[config.mk]
export PLATFORM = sky130hd
export DESIGN_NAME = minirisc_prog_seq
export DESIGN_NICKNAME = d
export VERILOG_FILES = /design/src/rtl/minirisc_prog_seq.sv
export SDC_FILE = /design/constraint.sdc
export NUM_CORES = 1
export LEC_CHECK = 0
export ABC_CLOCK_PERIOD_IN_PS = 5900
export BUFFER_PORTS_ARGS = -buffer_cell sky130_fd_sc_hd__buf_2
export CORE_MARGIN = 4
export CORE_UTILIZATION = 50
export DETAILED_ROUTE_END_ITERATION = 6
export PLACE_DENSITY = 0.68
export SLEW_MARGIN = 20
export SYNTH_ARGS = -nofsm -noshare
export SYNTH_HDL_FRONTEND = slang
export SYNTH_SLANG_ARGS = --single-unit
[constraint.sdc]
create_clock -name clk -period 5.9 [get_ports clk]
set_clock_uncertainty 0.05 [all_clocks]
set_input_delay 1.18 -clock clk [delete_from_list [all_inputs] [get_ports clk]]
set_output_delay 1.18 -clock clk [all_outputs]
set_load 0.03 [all_outputs]
[src/rtl/minirisc_prog_seq.sv]
`default_nettype none
// ============================================================================
// Module      : minirisc_prog_seq
// Description : Program buffer and instruction sequencer for tt_um_minirisc.
//               Captures (opcode, operand) byte pairs while idle and replays
//               them to the core over a valid/ready issue handshake, with
//               free-run, single-step, halt and 0x00 end-of-program support.
//               Optional build macro MINIRISC_SEQ_LOOP_EN makes the program
//               wrap from its final entry back to entry 0 instead of ending.
// Revision    : 1.0 - initial release
// ============================================================================
module minirisc_prog_seq #(
    parameter int DEPTH = 8,
    parameter int AW    = 3,
    parameter int W     = 8
) (
    input  logic          clk,
    input  logic          rst,
    input  logic          ena,
    input  logic          load_en,
    input  logic [W-1:0]  load_op,
    input  logic [W-1:0]  load_arg,
    input  logic          start,
    input  logic          step_mode,
    input  logic          step,
    input  logic          halt_req,
    output logic          issue_valid,
    output logic [W-1:0]  issue_op,
    output logic [W-1:0]  issue_arg,
    input  logic          issue_ready,
    output logic [AW-1:0] pc,
    output logic [AW:0]   len,
    output logic          busy,
    output logic          done,
    output logic          err
);

    localparam logic [1:0]    S_IDLE    = 2'd0;
    localparam logic [1:0]    S_RUN     = 2'd1;
    localparam logic [1:0]    S_PAUSE   = 2'd2;
    localparam logic [1:0]    S_DONE    = 2'd3;

    localparam logic [AW:0]   c_depth   = (AW+1)'(DEPTH);
    localparam logic [AW:0]   c_len_one = (AW+1)'(1);
    localparam logic [AW-1:0] c_pc_one  = AW'(1);
    localparam logic [W-1:0]  c_end_op  = '0;

    logic [1:0]     r_state;
    logic [2*W-1:0] r_mem [DEPTH];
    logic [AW-1:0]  r_pc;
    logic [AW:0]    r_len;
    logic           r_valid;
    logic [W-1:0]   r_op;
    logic [W-1:0]   r_arg;
    logic           r_busy;
    logic           r_done;
    logic           r_err;

    logic           w_accept;
    logic           w_end_op;
    logic           w_last;
    logic           w_finish;
    logic [AW-1:0]  w_pc_adv;
    logic           w_store_ok;

    assign w_accept   = r_valid & issue_ready;
    assign w_end_op   = (r_op == c_end_op);
    assign w_last     = w_end_op | ({1'b0, r_pc} == (r_len - c_len_one));
    // Wrapping only happens in loop builds; otherwise the final entry finishes.
    assign w_pc_adv   = w_last ? '0 : (r_pc + c_pc_one);
    assign w_store_ok = (r_state == S_IDLE) & load_en & (r_len < c_depth);

`ifdef MINIRISC_SEQ_LOOP_EN
    assign w_finish   = w_end_op;
`else
    assign w_finish   = w_last;
`endif

    // Program store: written only while idle and not full; no reset needed.
    always_ff @(posedge clk) begin
        if (!rst && ena && w_store_ok) begin
            r_mem[r_len[AW-1:0]] <= {load_op, load_arg};
        end
    end

    // Sequencer FSM with all outputs registered.
    always_ff @(posedge clk) begin
        if (rst) begin
            r_state <= S_IDLE;
            r_pc    <= '0;
            r_len   <= '0;
            r_valid <= 1'b0;
            r_op    <= '0;
            r_arg   <= '0;
            r_busy  <= 1'b0;
            r_done  <= 1'b0;
            r_err   <= 1'b0;
        end else if (ena) begin
            r_done <= 1'b0;
            case (r_state)
                S_IDLE: begin
                    if (load_en) begin
                        // A simultaneous start is deliberately dropped here.
                        if (r_len < c_depth) begin
                            r_len <= r_len + c_len_one;
                        end else begin
                            r_err <= 1'b1;
                        end
                    end else if (start) begin
                        if (r_len == '0) begin
                            r_err <= 1'b1;
                        end else begin
                            r_pc           <= '0;
                            r_state        <= S_RUN;
                            r_busy         <= 1'b1;
                            r_valid        <= 1'b1;
                            {r_op, r_arg}  <= r_mem[0];
                        end
                    end
                end
                S_RUN: begin
                    if (halt_req) begin
                        // An accept in this cycle still counts as issued.
                        r_state <= S_IDLE;
                        r_valid <= 1'b0;
                        r_pc    <= '0;
                        r_busy  <= 1'b0;
                    end else if (w_accept) begin
                        if (w_finish) begin
                            r_state <= S_DONE;
                            r_valid <= 1'b0;
                            r_pc    <= '0;
                            r_busy  <= 1'b0;
                            r_done  <= 1'b1;
                        end else begin
                            r_pc <= w_pc_adv;
                            if (step_mode) begin
                                r_state <= S_PAUSE;
                                r_valid <= 1'b0;
                            end else begin
                                {r_op, r_arg} <= r_mem[w_pc_adv];
                            end
                        end
                    end
                end
                S_PAUSE: begin
                    if (halt_req) begin
                        r_state <= S_IDLE;
                        r_pc    <= '0;
                        r_busy  <= 1'b0;
                    end else if (step || !step_mode) begin
                        r_state       <= S_RUN;
                        r_valid       <= 1'b1;
                        {r_op, r_arg} <= r_mem[r_pc];
                    end
                end
                S_DONE: begin
                    r_state <= S_IDLE;
                end
                default: begin
                    r_state <= S_IDLE;
                    r_valid <= 1'b0;
                    r_busy  <= 1'b0;
                end
            endcase
        end
    end

    assign issue_valid = r_valid;
    assign issue_op    = r_op;
    assign issue_arg   = r_arg;
    assign pc          = r_pc;
    assign len         = r_len;
    assign busy        = r_busy;
    assign done        = r_done;
    assign err         = r_err;

endmodule
`default_nettype wire

After elaboration in Yosys (flattened, before gate mapping):

Memory sizes are Yosys's and may differ from the RTL's. A register that Yosys moved wholly into a read port is not among the register bits.
Cells that the tools add are included.

* output and inout bits: 27
* bits in registers: 29
* RAM bits: 128
* logic and storage cells: 121
* bits of input ports: 25
* memories: 1

Memory list
* r_mem: depth 8, width 16, rd ports 3, clocked after Yosys merged registers in 1, write ports 1, RTL line 49 `logic [2*W-1:0] r_mem [DEPTH];`

* add/subtract/negate cells: 3
* bitwise operators: 4
* order comparisons: 1
* multiplexer cells: 66
* reduce and logical (&&, ||, !) cells: 18
* eq/ne operators: 19

Operator list (number)
* $mux W8: 18
* $pmux W8 S3: 2
* $mux W3: 10
* $mux W1: 23
* $ne A2 B2 Y1 const B: 11
* $mux W2: 9
* $reduce_and A7 Y1: 2
* $reduce_and A11 Y1: 1
* $ne A3 B3 Y1 const B: 3
* $pmux W3 S3: 1
* $reduce_and A9 Y1: 1
* $logic_not A8 Y1: 1
* $pmux W2 S4: 1
* $reduce_and A8 Y1: 1
* $pmux W1 S3: 2
* $reduce_and A5 Y1: 1
* $add A4 B1 Y4 const B: 1
* $eq A2 B2 Y1 const B: 2
* $eq A3 B4 Y1: 1
* $logic_not A4 Y1: 1
* $lt A4 B4 Y1 const B: 1
* $ne A4 B4 Y1 const B: 1
* $reduce_and A4 Y1: 1
* $reduce_bool A2 Y1: 2
* 10 further kinds: 14

Logic depth before layout (Yosys ltp):

* depth in word-level cells: 10
* mapped depth: 9
* mapped depth without buffers: 8

Least setup slack after synthesis:

No wires, ideal clock.

* path kind: input to register
* start point: input port rst
* end point: memory r_mem[6][0] (netlist name) (enable)
* buffers on the path: 2
* setup slack: 2.149 ns
* arrival: 3.271 ns
* cell stages on the path: 3
* library setup time: 0.430 ns
* required time: 5.420 ns
* cells stage by stage: clkbuf_1 clkbuf_1 nor4_1

* longest elaborated chain between the ends: 5

Ends and longest elaborated chain
* start, declared: RTL line 18 `input logic rst,`
* $logic_not A1 Y1: RTL line 81 `if (!rst && ena && w_store_ok) begin`
* $logic_and A1 B1 Y1 (2 in a row): RTL line 81
* $mux W1: RTL line 81
* $mux W1 (not written as such): RTL line 82 `r_mem[r_len[AW-1:0]] <= {load_op, load_arg};`
* end, declared: RTL line 49

No other way between the ends.

Worst setup path in the final report:

* start point: register r_len[1], in the netlist len[1]
* end point: register r_op[5], in the netlist issue_op[5]

* longest elaborated chain between the ends: 10
* elaborated cells on any way between the ends: 14
* classes of those cells: 1 x add/sub; 3 x eq/ne; 6 x mux; 1 x bitwise; 2 x reduce/logical; 1 x memory

Ends and longest elaborated chain
* start, declared: RTL line 51 `logic [AW:0] r_len;`
* start signal, assigned: RTL line 105 `r_len <= r_len + c_len_one;`
* $sub A4 B1 Y4: RTL line 68 `assign w_last = w_end_op | ({1'b0, r_pc} == (r_len - c_len_one));`
* $eq A3 B4 Y1: RTL line 68
* $or A1 B1 Y1: RTL line 68
* $mux W3: RTL line 70 `assign w_pc_adv = w_last ? '0 : (r_pc + c_pc_one);`
* $mem_v2 Z8 W16
* $mux W8: RTL line 137 `if (step_mode) begin`
* $mux W8: RTL line 129 `if (w_finish) begin`
* $mux W8: RTL line 128 `end else if (w_accept) begin`
* $mux W8: RTL line 122 `if (halt_req) begin`
* $pmux W8 S3: RTL line 100 `case (r_state)`
* end signal, assigned: RTL line 117 `{r_op, r_arg} <= r_mem[0];`
* end signal, assigned: RTL line 141 `{r_op, r_arg} <= r_mem[w_pc_adv];`
* end signal, assigned: RTL line 154 `{r_op, r_arg} <= r_mem[r_pc];`
* end, declared: RTL line 53 `logic [W-1:0] r_op;`

Several ways; a longest one is shown, not always the timed one. The select of a mux whose other input is x is not followed.
A chain may end at the register's enable or synchronous reset.

==> impl_metrics.toml <==
[run_status]
result_of_the_run = "complete, no violations"

[synth]
synthesis.area_um2 = 8030
async_flop_share_pct = 0
netlist_top_cells_area = "edfxtp_1 (48%), mux4_2 (9.0%), dfxtp_1 (8.0%), mux2i_1 (4.6%), nand2_1 (3.5%)"
post_synth_num_cell_types = 57
syn_area_per_cell_um2 = 12.6
synth_top_flop_cell = "edfxtp_1"
synth-seq-area-share_pct = 55.9
yosys_warnings = 0
synth_fp_nets = 671
synthesis.instances = 639
synth-edff-count = 128
synthDominantCellAreaShare_pct = 47.9
yosysMostFrequentCell = "edfxtp_1"
synth_common_cells = "edfxtp_1 (128), nand2_1 (75), a21oi_1 (43)"
synth_top_area_cell = "edfxtp_1"
synth-seq-cells = 160

[drt]
route.detailed.vias_per_inst = 6.43
num_vias = 5830
wl_per_cell_um = 23.3
antenna_left = 0
drtPass1Iterations = 5
wl_um = 21100
drc_errors = 0
drtIter0Drc = 687

[worst_setup_path]
timing.critical_path.to_type = "register"
crit_path_max_fanout = 19
crit_end = "issue_op[5]"
critical_path.startpoint = "len[1]"
path_class = "register to register"
rr_worst_depth = 9
critical_path.reg2reg.startpoint = "len[1]"
timing.rr.end = "issue_op[5]"
cp_arrival_ps = 3460
worst-endpoint-required_ps = 6120
rrSetupSlack_ps = 2660
timing.critical_path.from_type = "register"

[global_route]
track_usage_pct = 23.8
antenna_violations_before_repair = 0
maximum_number_of_pins_on_one_net_before_global_route_repair = 64
grt-ovfl-total = 0
grt_pass1_vias = 5807
global_route_wire_length_before_repair_um = 32300

[floorplanning]
die-width_um = 135
core_um2 = 15800
start_util_pct = 50.7
top_level_port_count = 52
die_area_um2 = 18100
row_count = 46
fp.dieH_um = 135

[min_path]
kind_of_path_behind_the_tightest_hold_check = "register to register"

[sta]
transition_at_the_pin_with_the_smallest_max_transition_slack_ps = 1020
final_hold_viol_count = 0
final_min_period_over_clock_period_pct = 54.9
timing_max_transition_violations_final = 0
setup-tns-final_ps = 0
final.min_clock_period_ps = 3240
setup_viol = 0
timing.max_slew.rel_slack_pct = 32.3
max_freq_mhz = 309
rsz0062_at_grt = "false"

[finish]
design_area_um2 = 9170
layout.nets = 709
post_route_cells_drive_above_1_share_pct = 22.8
area_delta_synth_final_pct = 14.2
post-route-util_pct = 57.9
antennaDiodeCount = 0

[clocking]
post_cts.repair.setup_buffers = 0
cts_repair_resizes = 0
clock_latency_ps = 430
cts_max_level = 4
clockBufferDepth = 2
cts_buffers = 17
cts_hold_repair.buffers = 0
cts_num_sinks = 160
cts.root.buffer_cell = "clkbuf_16"
clkTransAtPathRegs_ps = 60
cts_tree = "yes"

[placed_design]
gp_congestion = 0.830
hpwl_um = 12400
placed_cell_area_um2 = 8490
place.port_buffers = 51

[job]
cap_viol_max_count = 0

[power]
power.leakage_nw = 3.07
power.density_cell_area_nw_per_um2 = 290
vdd.ir_drop.worst_mv = 0.213
## cells in the final DEF (no fill, tap or decap), drive strengths merged, types with 3 or more instances in the layout
master and instances:
edfxtp 128, a21o 11, inv 11, bufinv 6
nor2 29, ha 7, buf 66, mux4 32
a22oi 7, a21boi 10, o22ai 8, clkinv 5
and3 3, o31ai 5, o211ai 3, nor2b 11
o221ai 10, o22a 10, nor3 7, dfxtp 32
nor3b 3, a311oi 10, o21a 11, nand2 77
or3 3, a21oi 44, a31oi 19, clkbuf 20
nor4 4, nand3 14, a221oi 4, a211oi 4
o21ai 16, mux2i 37, xor2 4
## sequential cells by signal, summed over array words and instances, names as in the netlist, named ones only
register     cells
pc               3
r_mem          128
done             1
len              4
issue_op         8
issue_arg        8
err              1
r_state          2
busy             1
issue_valid      1
## routing by layer
| metal | up-vias | GRT usage [%] | routed length (µm) |
|---|---|---|---|
| met5 | - | 0 | 0 |
| met4 | 0 | 11.0 | 724 |
| met3 | 59 | 6.52 | 1760 |
| met2 | 321 | 38.8 | 10300 |
| met1 | 2887 | 29.8 | 8340 |
| li1 | 2563 | - | - |
## per-stage QoR
step	instances	total power [mW]	hold slack, ps	setup slack, ps
5_1_grt	906	2.73	459	2380
6_report	906	2.66	422	2660
3_3_place_gp	873	1.46	399	2540
2_1_floorplan	639	1.39	448	2150
4_1_cts	905	2.67	425	2660
3_5_place_dp	873	1.46	411	2440
## worst min path at each step
stage / startpoint / to / slack (ps) / depth (start not counted)
final: err / err / 420 / 2
after global routing: err / err / 460 / 2
after detailed placement: err / err / 410 / 2
after floorplan: r_state[1] / r_state[1] / 450 / 2
after CTS: err / err / 420 / 2
after global placement: done / done / 400 / 2
## area by class of cell
| cell class | count | area [µm²] |
|---|---|---|
| Fill cell | 1246 | 6660 |
| Clock inverter | 12 | 214 |
| Inverter | 12 | 45.0 |
| Tap cell | 216 | 270 |
| Clock buffer | 20 | 437 |
| Sequential cell | 160 | 4490 |
| Timing Repair Buffer | 66 | 388 |
| Multi-Input combinational cell | 420 | 3330 |
## critical path: stages (launching register included)
cell	delay (ps)
dfxtp_1	580
inv_2	140
ha_1	240
xor2_1	160
a311o_1	390
a21oi_4	550
o22ai_2	410
buf_4	340
nor2_1	150
a311oi_2	60
## logic make-up (layout without fill, tap and decap cells)
logic type	count (synthesis)	in the layout	share of synthesized area, %
compound gates	178	178	16.2
flops	160	160	55.9
simple gates	160	160	9.15
mux	69	69	13.6
buf+inv	59	110	3.35
fa+ha+maj	7	7	1.09
xor+xnor	6	6	0.748
## power breakdown
group / switching, mW / internal (mW) / total (mW)
sequential: 0.0120 / 1.23 / 1.24
clock: 0.426 / 0.789 / 1.21
combinational: 0.142 / 0.0629 / 0.205
Note: power is estimated with default switching activity, not from simulation.
